$ cat src/rtl/writeback_checker_exp_table.sv
// Expected-value register file: one synchronous write port, one
// asynchronous read port, contents survive reset so a run can be repeated.
module exp_table #(
    parameter int DEPTH = 16,
    parameter int DW    = 32
) (
    input  logic                     clk,
    input  logic                     we,
    input  logic [$clog2(DEPTH)-1:0] waddr,
    input  logic [DW-1:0]            wdata,
    input  logic [$clog2(DEPTH)-1:0] raddr,
    output logic [DW-1:0]            rdata
);

    logic [DW-1:0] mem [DEPTH];

    always_ff @(posedge clk) begin
        if (we) begin
            mem[waddr] <= wdata;
        end
    end

    assign rdata = mem[raddr];

endmodule

$ cat config.mk
export PLATFORM = sky130hd
export DESIGN_NAME = exp_table
export DESIGN_NICKNAME = d
export VERILOG_FILES = /design/src/rtl/writeback_checker_exp_table.sv
export SDC_FILE = /design/constraint.sdc
export NUM_CORES = 1
export LEC_CHECK = 0
export CAP_MARGIN = 40
export CELL_PAD_IN_SITES_DETAIL_PLACEMENT = 0
export CELL_PAD_IN_SITES_GLOBAL_PLACEMENT = 1
export CORE_MARGIN = 2
export CORE_UTILIZATION = 40
export CTS_CLUSTER_DIAMETER = 30
export DETAILED_ROUTE_END_ITERATION = 16
export PLACE_DENSITY = 0.62
export REMOVE_ABC_BUFFERS = 1
export SLEW_MARGIN = 20
export SYNTH_ARGS = -nofsm -noshare
export SYNTH_HDL_FRONTEND = slang
export SYNTH_SLANG_ARGS = --single-unit
$ cat constraint.sdc
create_clock -name clk -period 7.46 [get_ports clk]
set_input_delay 1.492 -clock clk [delete_from_list [all_inputs] [get_ports clk]]
set_output_delay 1.492 -clock clk [all_outputs]
set_load 0.01 [all_outputs]
After elaboration in Yosys (flattened, before gate mapping)
Memories as Yosys holds them, arrays and structs flattened.
Index checks and enable logic that the tools add are counted.
Storage, ports and cells
  register bits: 0
  bits in latches: 0
  memory bits (writable): 512
  bits in read-only memories: 0
  input bits: 42
  output and inout port bits: 32
  memories: 1
Memories
  mem: words 16, bits a word 32, read ports 1, clocked after Yosys merged registers in 0, write ports 1, line 15  | logic [DW-1:0] mem [DEPTH];
Operators by class
  add/subtract/negate cells: 0
  $mul: 0
  div/mod/pow operators: 0
  $lt $le $gt $ge: 0
  equality and inequality tests: 0
  shift-type cells: 0
  muxes and demuxes: 2
  bitwise gates (word level): 0
  reductions and logical operators: 0
Operators by type and width (count)
  two-way mux 1 bit: 2

Depth between registers and ports, before layout
  depth after elaboration: 2
  depth in mapped cells: 5
  gate-level depth less buffers: 3

Least setup slack after synthesis
OpenSTA, ideal clock, no wires.
  path kind: input to register
  start point: in waddr[2]
  end point: mem mem[0][0] (enable)
  setup time: 0.461 ns
  data arrival time: 4.210 ns
  required time: 6.999 ns
  path slack: 2.788 ns
  stages on the path: 2
  cell sequence: or3b_2 > nor3_1
RTL lines
  start, declared: line 9  | input logic [$clog2(DEPTH)-1:0] waddr,
  end, declared: line 15
No word-level cell before the write port.

Final worst setup path
  start point: in raddr[2]
  end point: out rdata[14]
Between the ends
  cells in the longest elaborated chain, start to end: 1
Ends and longest elaborated chain
  start, declared: line 11  | input logic [$clog2(DEPTH)-1:0] raddr,
  memory read (16 x 32 bit)
  end, declared: line 12  | output logic [DW-1:0] rdata
No other way between the ends.

==> flow_metrics.tcl <==
set metrics [dict create \
    rows 80 \
    syn_area_um2 19200 \
    diodes 0 \
    overflow 0 \
    grt_first_pass_wirelength_mm 65.7 \
    root_buffer "clkbuf_16" \
    fin_setup_tns_ns 0 \
    critical_path_arrival_ns 4.08 \
    status "finished, final reports clean" \
    min_delay_path_depth 1 \
    grt_pass1_vias 9841 \
    num-nets-final 1015 \
    rsz0062_at_grt "false" \
    die_height_um 223 \
    whs_endpoint "mem[3][26]" \
    numCtsBuffers 101 \
    fin_crit_sh_pct 74.7 \
    critical_path_class "in2out" \
    htree_levels 3 \
    start_util_pct 40.4 \
    seq_area_frac_synth_pct 80.0 \
    routabilityCongestion 0.673 \
    min-delay-start "wdata[26]" \
    synth_edf_count 512 \
    synth_seq_cells 512 \
    path_max_fanout 17 \
    instances_no_fill 1674 \
    clkTransAtPathRegs_ns 0.05 \
    yosysUniqueCellTypes 17 \
    fmax_mhz 179 \
    synth_ff_type "edfxtp_1" \
    io_pins 74 \
    vias 9172 \
    placed_cells 1484 \
    routedWlPerCell_um 26.3 \
    worstPathCellList "clkdlybuf4s50_1 > nor2b_4 > buf_4 > a22oi_1 > nand2_1 > clkdlybuf4s50_1" \
    placed_cell_area_um2 20900 \
    fin_crit_ns 5.57 \
    grt_usage_pct 18.3 \
    drv_cap 0 \
    design.core.area_um2 47500 \
    syn_inst 806 \
    cts.sinks 512 \
    worst_pin_slew_ns 0.826 \
    setup_viol 0 \
    crit_top_cell "clkdlybuf4s50_1" \
    crit_path_top_delay_cell "nor2b_4" \
    layout-drive-gt1-share_pct 33.7 \
    postCtsHoldBufs 0 \
    fin_area_um2 24600 \
    io_buffers 73 \
    post_cts_buffers 0 \
    wl_mm 44.1 \
    drt-pass1-iter-count 5 \
    worst_slack_ns 1.89 \
    grt_max_degree 67 \
    cts_resized 0 \
    ys_async_sr_fraction_pct 0 \
    post-route-drc-count 0 \
    viasPerCell 5.48 \
    cp_data_required_time_ns 5.97 \
    p_leak_nw 7.97 \
    clockBufferDepth 3 \
    postRouteAntennaNets 0 \
    cts_tree "yes" \
    ys.warnings.count 0 \
    cpPeakStageDelay_ns 0.67 \
    fp.dieArea_um2 49800 \
    end_kind "output port" \
    die_x_um 223 \
    pre_cts_ws_ns 1.88 \
    syn_avg_cell_area_um2 23.8 \
    final-max-slew-violation-count 0 \
    startpoint_type "primary input" \
    hpwlAfterDp_mm 23.1 \
    hold_class "in2reg" \
    top_register "mem" \
    max_slew_margin_pct 44.8 \
    hold_viol 0 \
    synthToLayoutAreaGrowth_pct 28.0 \
    largest_register_ffs 512 \
    power_density_nw_per_um2 338 \
    vdd_ir_drop_max_mv 0.165 \
    antenna_found_initial 1 \
    initialDrtViolationCount 843 \
    top_regs "mem: 512 flops" \
]
==> cell families (layout without fill, tap and decap cells) <==
family | after synthesis | in the layout | synth area share, %
mux | 128 | 128 | 15.0
buf+inv | 43 | 296 | 1.16
flops | 512 | 512 | 80.0
simple gates | 59 | 59 | 1.32
compound gates | 64 | 64 | 2.50
==> power breakdown <==
group	total (mW)	internal [mW]	switching, mW
combinational	0.347	0.157	0.190
clock	4.73	3.23	1.50
sequential	3.25	3.24	0.0119
==> worst max-delay path: cells and delay by family <==
family	cells	cell delay, ns
buf+inv	3	1.64
compound gates	1	0.14
simple gates	2	0.80
==> synth_stat cells (4+ instances only) <==
| cell | count | area share, % |
|---|---|---|
| edfxtp_1 | 512 | 80 |
| clkbuf_1 | 17 | 0.33 |
| nor3_1 | 4 | 0.10 |
| buf_2 | 4 | 0.10 |
| nand2_1 | 33 | 0.64 |
| buf_4 | 11 | 0.43 |
| a22oi_1 | 64 | 2.5 |
| nor2_1 | 13 | 0.25 |
| mux4_2 | 128 | 15 |
| buf_1 | 9 | 0.18 |
==> per-stage QoR <==
stage | power [mW] | util [%] | hold WS [ns]
3_3_place_gp | 3.64 | 43.9 | 2.40
6_report | 8.32 | 51.7 | 1.80
2_1_floorplan | 3.44 | - | 1.59
3_5_place_dp | 3.65 | 44.0 | 2.44
4_1_cts | 8.40 | 51.7 | 1.77
5_1_grt | 8.57 | 51.7 | 1.85
==> cell usage in the layout (no fill, tap or decap), types with 16 or more instances in the layout <==
cell             count
clkdlybuf4s50_1     71
nand2_1             33
bufinv_16           21
clkbuf_16          102
a22oi_1             64
mux4_2             128
buf_4               29
clkinvlp_4          16
edfxtp_1           512
clkinv_2            17
==> area by class of cell <==
cell class              instances  area [µm²]
fillers                      3634       23000
flip-flops and latches        512       15400
multi-input cells             251        3750
clock buffers                 108        2570
repair buffers                107        1060
clock inverters                81        1060
well taps                     615         769
==> how the worst max path moves through the flow <==
stage          cells past startpoint  slack, ns         to      from
3_3_place_gp                       6       1.87  rdata[28]  raddr[3]
2_1_floorplan                      2       2.79  mem[0][0]  waddr[2]
5_1_grt                            6       1.81  rdata[23]  raddr[2]
4_1_cts                            6       1.88  rdata[23]  raddr[2]
3_5_place_dp                       6       1.88  rdata[23]  raddr[2]
6_report                           6       1.89  rdata[14]  raddr[2]
==> per-layer routing <==
metal | part of all wire [%] | GRT usage [%]
met5 | 0.030 | 0
met3 | 5.3 | 3.49
met2 | 50 | 29.6
met1 | 43 | 25.1
met4 | 1.7 | 5.98
Note: power is estimated with default switching activity, not from simulation.
